### config.mk
export PLATFORM = sky130hd
export DESIGN_NAME = lbp_scan_sequencer_flat
export DESIGN_NICKNAME = d
export VERILOG_FILES = /design/src/rtl/lbp_scan_sequencer_pkg.sv /design/src/rtl/lbp_scan_sequencer_if.sv /design/src/rtl/lbp_scan_sequencer_sync2.sv /design/src/rtl/lbp_scan_sequencer.sv /design/src/flat_wrapper.sv
export SDC_FILE = /design/constraint.sdc
export NUM_CORES = 1
export LEC_CHECK = 0
export BUFFER_PORTS_ARGS = -buffer_cell sky130_fd_sc_hd__buf_2
export CAP_MARGIN = 25
export CORE_ASPECT_RATIO = 0.8
export CORE_UTILIZATION = 30
export DETAILED_ROUTE_END_ITERATION = 8
export PLACE_DENSITY = 0.49
export SLEW_MARGIN = 5
export SYNTH_ARGS = -nofsm -noshare
export SYNTH_HDL_FRONTEND = slang
export SYNTH_HIERARCHICAL = 1
export SYNTH_SLANG_ARGS = --single-unit
export TNS_END_PERCENT = 100
### constraint.sdc
create_clock -name wb_clk_i -period 2.6 [get_ports wb_clk_i]
set_clock_uncertainty 0.15 [all_clocks]
set_input_delay 0.13 -clock wb_clk_i [delete_from_list [all_inputs] [get_ports wb_clk_i]]
set_output_delay 0.13 -clock wb_clk_i [all_outputs]
set_load 0.02 [all_outputs]
### src/rtl/lbp_scan_sequencer_pkg.sv
// Shared definitions for the LBP ring scan sequencer: scan states and default
// ring size / phase lengths.
package lbp_scan_sequencer_pkg;

  localparam int N_PIX_DEF = 12;
  localparam int T_RST_DEF = 4;
  localparam int T_SH_DEF  = 4;
  localparam int T_CMP_DEF = 4;

  typedef enum logic [2:0] {
    ST_IDLE,
    ST_RST,
    ST_GAP1,
    ST_SAMP,
    ST_GAP2,
    ST_CMP,
    ST_LATCH,
    ST_DONE
  } state_t;

  // Sizes the shared phase counter so it can hold the longest phase.
  function automatic int maxOf3(input int a, input int b, input int c);
    int m;
    m = (a > b) ? a : b;
    return (m > c) ? m : c;
  endfunction

endpackage

### src/rtl/lbp_scan_sequencer_if.sv
// Control/status bundle between the scan sequencer (master) and the register
// interface plus analog switch controls (slave).
interface lbp_scan_sequencer_if #(
  parameter int N_PIX = 12
);
  logic             start_i;
  logic             abort_i;
  logic             cmp_i;
  logic             sh_rst_o;
  logic             sh_o;
  logic             sw1_o;
  logic             sh_cmp_o;
  logic             sw2_o;
  logic [N_PIX-1:0] pd_a_o;
  logic [N_PIX-1:0] pd_b_o;
  logic             busy_o;
  logic             done_o;
  logic [N_PIX-1:0] code_o;

  modport master (
    input  start_i, abort_i, cmp_i,
    output sh_rst_o, sh_o, sw1_o, sh_cmp_o, sw2_o,
    output pd_a_o, pd_b_o, busy_o, done_o, code_o
  );

  modport slave (
    output start_i, abort_i, cmp_i,
    input  sh_rst_o, sh_o, sw1_o, sh_cmp_o, sw2_o,
    input  pd_a_o, pd_b_o, busy_o, done_o, code_o
  );
endinterface

### src/rtl/lbp_scan_sequencer_sync2.sv
// Two-flop synchroniser bringing the asynchronous comparator decision into the
// scan clock domain.
module lbp_scan_sequencer_sync2 (
  input  logic i_clk,
  input  logic i_rst,
  input  logic i_d,
  output logic o_q
);

  logic r_meta;
  logic r_sync;

  always_ff @(posedge i_clk or posedge i_rst) begin
    if (i_rst) begin
      r_meta <= 1'b0;
      r_sync <= 1'b0;
    end else begin
      r_meta <= i_d;
      r_sync <= r_meta;
    end
  end

  assign o_q = r_sync;

endmodule

### src/rtl/lbp_scan_sequencer.sv
// Walks the photodiode ring once per start, sequencing reset/sample/compare
// switches for each pixel pair and collecting the comparator bits into a code.
module lbp_scan_sequencer
  import lbp_scan_sequencer_pkg::*;
#(
  parameter int N_PIX = N_PIX_DEF,
  parameter int T_RST = T_RST_DEF,
  parameter int T_SH  = T_SH_DEF,
  parameter int T_CMP = T_CMP_DEF
) (
  input  logic                 wb_clk_i,
  input  logic                 wb_rst_i,
  lbp_scan_sequencer_if.master bus
);

  localparam int T_MAX = maxOf3(T_RST, T_SH, T_CMP);
  localparam int CNT_W = $clog2(T_MAX + 1);
  localparam int IDX_W = $clog2(N_PIX);

  state_t             r_state;
  logic [CNT_W-1:0]   r_phaseCnt;
  logic [IDX_W-1:0]   r_pixIdx;
  logic [N_PIX-1:0]   r_pdA;
  logic [N_PIX-1:0]   r_shadow;
  logic [N_PIX-1:0]   r_code;
  logic               r_shRst;
  logic               r_samp;
  logic               r_cmpPh;
  logic               r_busy;
  logic               r_done;
  logic               w_cmpSync;
  logic [N_PIX-1:0]   w_pdB;

  lbp_scan_sequencer_sync2 u_sync2 (
    .i_clk (wb_clk_i),
    .i_rst (wb_rst_i),
    .i_d   (bus.cmp_i),
    .o_q   (w_cmpSync)
  );

  // Neighbour select is a pure rotation of the current-pixel register, so it
  // is glitch-free and wraps pixel N_PIX-1 onto pixel 0 for free.
  assign w_pdB = {r_pdA[N_PIX-2:0], r_pdA[N_PIX-1]};

  // Outputs are registered alongside the state so every switch changes on
  // the same edge as the phase it belongs to.
  always_ff @(posedge wb_clk_i or posedge wb_rst_i) begin
    if (wb_rst_i) begin
      r_state    <= ST_IDLE;
      r_phaseCnt <= '0;
      r_pixIdx   <= '0;
      r_pdA      <= '0;
      r_shadow   <= '0;
      r_code     <= '0;
      r_shRst    <= 1'b0;
      r_samp     <= 1'b0;
      r_cmpPh    <= 1'b0;
      r_busy     <= 1'b0;
      r_done     <= 1'b0;
    end else if (bus.abort_i && (r_state != ST_IDLE)) begin
      r_state    <= ST_IDLE;
      r_phaseCnt <= '0;
      r_pixIdx   <= '0;
      r_pdA      <= '0;
      r_shRst    <= 1'b0;
      r_samp     <= 1'b0;
      r_cmpPh    <= 1'b0;
      r_busy     <= 1'b0;
      r_done     <= 1'b0;
    end else begin
      r_done <= 1'b0;
      case (r_state)
        ST_IDLE: begin
          if (bus.start_i && !bus.abort_i) begin
            r_state    <= ST_RST;
            r_phaseCnt <= CNT_W'(T_RST - 1);
            r_pixIdx   <= '0;
            r_pdA      <= N_PIX'(1);
            r_shRst    <= 1'b1;
            r_busy     <= 1'b1;
          end
        end
        ST_RST: begin
          if (r_phaseCnt == '0) begin
            r_state <= ST_GAP1;
            r_shRst <= 1'b0;
          end else begin
            r_phaseCnt <= r_phaseCnt - CNT_W'(1);
          end
        end
        ST_GAP1: begin
          r_state    <= ST_SAMP;
          r_phaseCnt <= CNT_W'(T_SH - 1);
          r_samp     <= 1'b1;
        end
        ST_SAMP: begin
          if (r_phaseCnt == '0) begin
            r_state <= ST_GAP2;
            r_samp  <= 1'b0;
          end else begin
            r_phaseCnt <= r_phaseCnt - CNT_W'(1);
          end
        end
        ST_GAP2: begin
          r_state    <= ST_CMP;
          r_phaseCnt <= CNT_W'(T_CMP - 1);
          r_cmpPh    <= 1'b1;
        end
        ST_CMP: begin
          if (r_phaseCnt == '0) begin
            r_state            <= ST_LATCH;
            r_cmpPh            <= 1'b0;
            r_shadow[r_pixIdx] <= w_cmpSync;
          end else begin
            r_phaseCnt <= r_phaseCnt - CNT_W'(1);
          end
        end
        ST_LATCH: begin
          if (r_pixIdx == IDX_W'(N_PIX - 1)) begin
            r_state <= ST_DONE;
            r_pdA   <= '0;
            r_code  <= r_shadow;
            r_done  <= 1'b1;
          end else begin
            r_state    <= ST_RST;
            r_phaseCnt <= CNT_W'(T_RST - 1);
            r_pixIdx   <= r_pixIdx + IDX_W'(1);
            r_pdA      <= w_pdB;
            r_shRst    <= 1'b1;
          end
        end
        ST_DONE: begin
          r_state <= ST_IDLE;
          r_busy  <= 1'b0;
        end
        default: begin
          r_state <= ST_IDLE;
          r_busy  <= 1'b0;
        end
      endcase
    end
  end

  assign bus.sh_rst_o = r_shRst;
  assign bus.sh_o     = r_samp;
  assign bus.sw1_o    = r_samp;
  assign bus.sh_cmp_o = r_cmpPh;
  assign bus.sw2_o    = r_cmpPh;
  assign bus.pd_a_o   = r_pdA;
  assign bus.pd_b_o   = w_pdB;
  assign bus.busy_o   = r_busy;
  assign bus.done_o   = r_done;
  assign bus.code_o   = r_code;

endmodule

### src/flat_wrapper.sv
// flat-port wrapper written by rule: the top's interface ports become plain ports
module lbp_scan_sequencer_flat import lbp_scan_sequencer_pkg::*;
#(
  parameter int N_PIX = N_PIX_DEF,
  parameter int T_RST = T_RST_DEF,
  parameter int T_SH  = T_SH_DEF,
  parameter int T_CMP = T_CMP_DEF
)
  (wb_clk_i, wb_rst_i, bus_start_i, bus_abort_i, bus_cmp_i, bus_sh_rst_o, bus_sh_o, bus_sw1_o, bus_sh_cmp_o, bus_sw2_o, bus_pd_a_o, bus_pd_b_o, bus_busy_o, bus_done_o, bus_code_o);
  lbp_scan_sequencer_if #(.N_PIX(N_PIX)) bus_i ();
  input  logic wb_clk_i;
  input  logic wb_rst_i;
  input wire logic [$bits(bus_i.start_i)-1:0] bus_start_i;
  input wire logic [$bits(bus_i.abort_i)-1:0] bus_abort_i;
  input wire logic [$bits(bus_i.cmp_i)-1:0] bus_cmp_i;
  output wire logic [$bits(bus_i.sh_rst_o)-1:0] bus_sh_rst_o;
  output wire logic [$bits(bus_i.sh_o)-1:0] bus_sh_o;
  output wire logic [$bits(bus_i.sw1_o)-1:0] bus_sw1_o;
  output wire logic [$bits(bus_i.sh_cmp_o)-1:0] bus_sh_cmp_o;
  output wire logic [$bits(bus_i.sw2_o)-1:0] bus_sw2_o;
  output wire logic [$bits(bus_i.pd_a_o)-1:0] bus_pd_a_o;
  output wire logic [$bits(bus_i.pd_b_o)-1:0] bus_pd_b_o;
  output wire logic [$bits(bus_i.busy_o)-1:0] bus_busy_o;
  output wire logic [$bits(bus_i.done_o)-1:0] bus_done_o;
  output wire logic [$bits(bus_i.code_o)-1:0] bus_code_o;
  assign bus_i.start_i = bus_start_i;
  assign bus_i.abort_i = bus_abort_i;
  assign bus_i.cmp_i = bus_cmp_i;
  assign bus_sh_rst_o = bus_i.sh_rst_o;
  assign bus_sh_o = bus_i.sh_o;
  assign bus_sw1_o = bus_i.sw1_o;
  assign bus_sh_cmp_o = bus_i.sh_cmp_o;
  assign bus_sw2_o = bus_i.sw2_o;
  assign bus_pd_a_o = bus_i.pd_a_o;
  assign bus_pd_b_o = bus_i.pd_b_o;
  assign bus_busy_o = bus_i.busy_o;
  assign bus_done_o = bus_i.done_o;
  assign bus_code_o = bus_i.code_o;
  lbp_scan_sequencer #(.N_PIX(N_PIX), .T_RST(T_RST), .T_SH(T_SH), .T_CMP(T_CMP)) u_core (.wb_clk_i(wb_clk_i), .wb_rst_i(wb_rst_i), .bus(bus_i));
endmodule
==> results of run 1 <==
[metrics by stage]
| step | worst slack (ns) | hold slack (ns) |
|---|---|---|
| floorplan | 0.8026 | -0.2788 |
| global placement | 0.5638 | -0.1514 |
| detailed placement | 0.5321 | -0.1492 |
| CTS | 0.5155 | 0.01654 |
| global route | 0.3674 | 0.05519 |
| finish | 0.5075 | 0.02724 |
[metal layers]
layer,vias to the layer above,routed length (um),track usage
li1,922,-,-
met1,884,2840,0.1806
met5,-,0,0
met2,30,2354,0.1947
met4,0,27,0.01868
met3,4,165,0.03191
[registers in the layout, summed over array words and instances, names as in the netlist]
name and flops:
u_core/bus.sh_rst_o 1, u_core/bus.sh_o 1, u_core/r_shadow 12, u_core/bus.pd_a_o 12, u_core/bus.sh_cmp_o 1, u_core/r_pixIdx 4
u_core/bus.busy_o 1, u_core/r_state 3, u_core/r_phaseCnt 3, u_core/u_sync2/r_meta 1, u_core/u_sync2/o_q 1, u_core/bus.code_o 12
u_core/bus.done_o 1
[logic make-up after synthesis]
kind of cell / after synthesis
flip-flops: 53
adder cells (fa/ha/maj): 6
AND/OR/NAND/NOR: 95
buffers and inverters: 37
AO/OA/AOI/OAI: 44
multiplexers: 17
[final cells by class]
cell class,count,area (sq um)
Fill cell,862,5515
Sequential cell,53,1326
Multi-Input combinational cell,162,1110
Timing Repair Buffer,53,285.3
Tap cell,112,140.1
Clock buffer,5,68.82
Inverter,12,50.05
Clock inverter,3,25.02
[cell usage in the layout, fill, tap and decap left out, drive strengths merged, types with 2 or more instances in the layout]
master        n
a211oi        2
a21oi         9
a22o         11
and3          2
buf          51
clkbuf        5
dfrtp        53
dlygate4sd3   2
ha            6
inv          13
mux2         13
mux2i         4
nand2        51
nand2b        3
nand3         3
nand3b        2
nand4bb       2
nor2         10
nor2b         6
nor3          6
nor4          2
o21ai        11
o31ai         2
or2           3
[worst min-delay path by stage]
stage	cells after the start	startpoint	slack, ns	endpoint
floorplan	1	wb_rst_i	-0.28	u_core/u_sync2/o_q
global placement	2	wb_rst_i	-0.15	u_core/u_sync2/r_meta
detailed placement	2	wb_rst_i	-0.15	u_core/u_sync2/r_meta
CTS	3	bus_start_i	0.02	u_core/r_state[0]
global route	3	bus_start_i	0.06	u_core/r_state[0]
finish	3	bus_start_i	0.03	u_core/r_state[0]
[repair_timing]
| action | 4_1_cts | 5_1_grt |
|---|---|---|
| endpoints found under the setup margin | 0 | 0 |
| hold buffers | 2 | 0 |
| endpoints found under the hold margin | 54 | 0 |
[power breakdown]
part	internal [mW]	leakage [nW]	total (mW)	switching (mW)
clock network	0.195	0.0447	0.486	0.290
registers	0.883	0.714	0.955	0.0718
logic	0.185	0.801	0.447	0.262
[worst register-to-register path, delay by kind of cell (launching register included)]
kind	cells	cell delay [ns]
AOI/OAI and AO/OA	1	0.27
adders and majority gates	1	0.31
DFF	1	0.45
and+or+nand+nor	2	0.87
==> run summary, run 1 <==
Cell Count, Final, Fillers Out = 400
Final Util = 0.3527
Crit share post-route = 0.8048
Port-buffer cells = 47
Crit path depth = 4
Final setup violation count = 0
Syn_nets = 263
Total wire length = 5387 um
Status = complete, no violations
Syn Area/Cell = 10.54 sq um
Simple logic cell fraction of the synthesized area = 0.2021
Die span in x = 107.2 um
Top_reg_cell synth = dfrtp_1
Number of synthesized flops with an enable pin = 0
DR vias = 1840
Detailed Place HPWL = 3875 um
Pleak = 1.560 nW
Fmax = 477.9 MHz
DR WL/cell = 13.47 um
Die Span Y = 86.17 um
DR iter-0 viols = 81
Peak VDD IR = 364.3 uV
Layout cells sized above 1 = 0.2917
Synth cell count leaders = dfrtp_1, nand2_1, buf_4, mux2_2
DP Area = 2892 sq um
IO Pins = 48
Overall routing resource usage = 0.1258
Core ar. = 8521 sq um
Reg clk slew, reported paths = 0.10 ns
Synth area leader = dfrtp_1
WS Path Type = reg -> reg
Antenna diodes = 0
CTS max path bufs = 2
Post-synth ARST share = 1.000
Synth Area in Compound Gates = 0.1159
Pwr Density = 627.9 nW/um^2
Crit path from = u_core/r_pixIdx[0]
CP max stage cell = nor2b_1
Type of the tightest min-delay check = in -> reg
CTS buffer count = 5
Endpoint class of the critical path = register
CP required = 2.69 ns
Mapped Area = 2656 sq um
Worst-margin pin slew = 0.8854 ns
Worst stage delay on the critical path = 0.72 ns
R2R Setup Slk = 0.51 ns
Placer Congestion = 0.8091
Crit path time final = 2.092 ns
Critical-path cell list = ha_1 -> nand3b_4 -> nor2b_1 -> a221o_1
Slew margin rel. = 0.4085
Remaining global-route overflow = 0
CTS resizes = 0
Clock Sinks = 53
DRT Pass-1 Iters = 4
Antenna-violating nets left = 0
Placed cell count = 390
Antenna violations before repair = 0
# DRC = 0
Gate Count Post-Synth = 252
Syn-to-layout area delta = 13.14%
RSZ-0062 raised after global routing = no
Post-CTS setup buffer count = 0
Global-route wire length before repair = 9197 um
Critical R2R Launch = u_core/r_pixIdx[0]
CP delay by family, top = simple AND/OR/NAND/NOR gates
Worst-case reg-to-reg path depth = 4
Pins Over Slew Limit = 0
Final instance area = 3005 sq um
Sequential element share of the synthesized area = 0.4993
Worst path arrival time = 2.18 ns
Final Hold Vio Count = 0
Post-synthesis register bit count = 53
RR Endpoint = u_core/r_pixIdx[1]
CTS tree = built
Initial Util = 0.3117
Max-Cap Viols = 0
Vias in the first global route = 1823
Largest family of logic cells by synthesized area = simple AND/OR/NAND/NOR gates
CP Launch Type = register
Largest net degree at the start of global routing = 23
Top-count cell post-synth = dfrtp_1
Power, Total = 1.887 mW
Clk Latency, worst-skew pair = 0.31 ns
Yosys warns = 6
Setup TNS = 0 ns
Ranking of synthesized cells by area = dfrtp_1, nand2_1, mux2_2, buf_4, a22o_1
Crit path capture = u_core/r_pixIdx[1]
Mux share of post-synthesis cell area = 0.07160
Worst Path Buf+Inv = 0
Synth Area in XOR/XNOR = 0
CTS H-Tree Depth = 2
Die ar. = 9237 sq um
Critical Path Fanout Max = 13
Adder-cell share of the synthesized area = 0.02826
Root Buffer = clkbuf_8
Nets = 298
Yosys cell types = 48
Via density = 4.600
Site row count = 30
Top-area cell type share of the netlist area = 0.4993
No activity file was read; power rests on OpenSTA's default activity.
==> inputs of run 2 (changes only) <==
- ABC_AREA: not set -> 1
- clock period: 2.6 -> 2 ns (I/O delays scaled with it)
==> run 2 against run 1 <==
  * Routed wire length rose by 2.2%
  * Synthesized cell count grew 33%
  * Core utilization increased by 0.36 points
  * Global-route usage rose by 0.69 points
  * Critical path type unchanged
  * Largest cell class unchanged
==> run summary, run 2 <==
Status = complete, no violations
Crit path capture = u_core/r_phaseCnt[0]
Antenna violations before repair = 0
Post-synthesis register bit count = 53
Global-route wire length before repair = 9625 um
M1 WL = 3020 um
Remaining global-route overflow = 0
CP most frequent cell = nand2_1
Routed wl met3 = 215 um
Pleak = 1.690 nW
Max-Cap Viols = 0
P_sw = 1.174 mW
Synth cell count leaders = nand2_1, dfrtp_1, inv_1, nor2_1, nand3_1
Clock power frac = 0.215
Pwr Density = 976.2 nW/um^2
DP Area = 2923 sq um
Endpoint class of the critical path = register
Syn_nets = 347
IO Pins = 48
Crit path time final = 1.745 ns
Antenna diodes = 0
Reg clk slew, reported paths = 0.10 ns
DR vias = 2120
Final setup violation count = 0
CTS max path bufs = 2
Core ar. = 8558 sq um
Crit path depth = 9
Final Hold Vio Count = 0
Overall routing resource usage = 0.1327
Antenna-violating nets left = 0
CP max stage cell = dfrtp_1
Largest net degree at the start of global routing = 52
DR iter-0 viols = 120
Most common cell after layout, fill and taps aside = nand2_1
Worst-margin pin slew = 0.3943 ns
Mapped Area = 2663 sq um
Via density = 4.344
# DRC = 0
Worst-case reg-to-reg path depth = 9
Most frequent cells in the layout = nand2_1, dfrtp_1, buf_2
Comb power frac = 0.350
Die span in x = 107.3 um
Gate Count Post-Synth = 336
Crit path from = u_core/r_pixIdx[0]
Clk Latency, worst-skew pair = 0.31 ns
Vias in the first global route = 2053
Number of synthesized flops with an enable pin = 0
Sw frac = 0.3943
Worst path arrival time = 1.80 ns
RR Endpoint = u_core/r_phaseCnt[0]
CTS buffer count = 5
Detailed Place HPWL = 3844 um
Top-count cell post-synth = nand2_1
CTS tree = built
Synth area leader = dfrtp_1
Nets = 386
Fmax = 573.0 MHz
CP Launch Type = register
Site row count = 30
Pins Over Slew Limit = 0
Syn-to-layout area delta = 14.52%
Top-area cell type share of the netlist area = 0.4981
Top_reg_cell synth = dfrtp_1
Yosys cell types = 27
CP required = 2.05 ns
Setup TNS = 0 ns
CP delay by family, top = simple AND/OR/NAND/NOR gates
Type of the tightest min-delay check = in -> reg
Critical-path cell list = ha_1 -> inv_1 -> nor2_2 -> nand2_2 -> inv_2 -> nor2_2 -> nand2_1 -> nand2_1 -> nand2_1
Crit share post-route = 0.8726
Ranking of synthesized cells by area = dfrtp_1, nand2_1, buf_4, inv_1, nor2_1
Root Buffer = clkbuf_8
Sequential element share of the synthesized area = 0.4981
Post-synth ARST share = 1.000
Hold buffer count at cts = 3
P_int = 1.803 mW
Met2 WL = 2218 um
WS Path Type = reg -> reg
Worst Path Buf+Inv = 2
Highest routed metal layer = met4
Worst stage delay on the critical path = 0.45 ns
Critical R2R Launch = u_core/r_pixIdx[0]
Final Util = 0.3563
Layout cells sized above 1 = 0.2101
Die ar. = 9258 sq um
Syn Area/Cell = 7.924 sq um
Peak VDD IR = 342.7 uV
DRT Pass-1 Iters = 4
Clock Sinks = 53
Critical Path Fanout Max = 14
RSZ-0062 raised after global routing = no
Initial Util = 0.3111
Slew margin rel. = 0.7371
Placer Congestion = 0.8207
R2R Setup Slk = 0.25 ns
Port-buffer cells = 47
CTS H-Tree Depth = 2
Yosys warns = 6
Flop pwr share = 0.436
Total wire length = 5508 um
Final instance area = 3049 sq um
Die Span Y = 86.26 um
DR WL/cell = 11.29 um
CTS resizes = 0
Post-CTS setup buffer count = 0
-- run 2: area by class of cell --
| class | count | area [sq um] |
|---|---|---|
| Clock buffer | 6 | 82.58 |
| Clock inverter | 2 | 13.76 |
| Tap cell | 112 | 140.1 |
| Inverter | 36 | 135.1 |
| Multi-Input combinational cell | 225 | 1031 |
| Fill cell | 928 | 5509 |
| Sequential cell | 53 | 1326 |
| Timing Repair Buffer | 54 | 320.3 |
-- run 2: worst register-to-register path, delay by kind of cell, from the launching register on --
kind	cells	cell delay [ns]
adders and majority gates	1	0.23
and+or+nand+nor	6	0.55
DFF	1	0.45
buffers and inverters	2	0.25
-- run 2: routing by layer --
metal | up-vias | GRT usage
met1 | 969 | 0.1921
met3 | 5 | 0.02782
met2 | 42 | 0.1953
li1 | 1104 | -
met5 | - | 0
met4 | 0 | 0.04732
-- run 2: logic make-up after synthesis --
group	after synthesis	synth area share
buf+inv	58	0.1147
xor+xnor	1	0.003290
flops	53	0.4981
simple gates	190	0.2956
compound gates	28	0.06015
fa+ha+maj	6	0.02819
-- run 2: how the worst min path moves through the flow --
stage / from / to / slack [ns] / cells after the start
6_report: bus_abort_i / u_core/r_pixIdx[1] / 0.01 / 4
3_5_place_dp: wb_rst_i / u_core/u_sync2/r_meta / -0.17 / 2
2_1_floorplan: wb_rst_i / u_core/u_sync2/o_q / -0.31 / 1
5_1_grt: bus_abort_i / u_core/r_pixIdx[1] / 0.04 / 4
4_1_cts: bus_abort_i / u_core/r_pixIdx[1] / 0.005 / 4
3_3_place_gp: wb_rst_i / u_core/u_sync2/o_q / -0.18 / 2
-- run 2: metrics by stage --
| step | hold WS, ns | setup WS (ns) | power [mW] | instances |
|---|---|---|---|---|
| after floorplan | -0.3088 | 0.4399 | 2.131 | 336 |
| after global placement | -0.1767 | 0.3175 | 2.359 | 477 |
| after detailed placement | -0.1730 | 0.2754 | 2.365 | 477 |
| after CTS | 0.005020 | 0.2473 | 3.029 | 488 |
| after global routing | 0.04219 | 0.03845 | 3.246 | 488 |
| final | 0.01048 | 0.2549 | 2.976 | 488 |
-- run 2: power by group through the flow --
stage | clock [mW] | sequential (mW) | combinational (mW)
floorplan | 0 | 1.34 | 0.794
global placement | 0 | 1.32 | 1.04
detailed placement | 0 | 1.32 | 1.04
CTS | 0.677 | 1.30 | 1.05
global route | 0.721 | 1.32 | 1.21
finish | 0.638 | 1.30 | 1.04
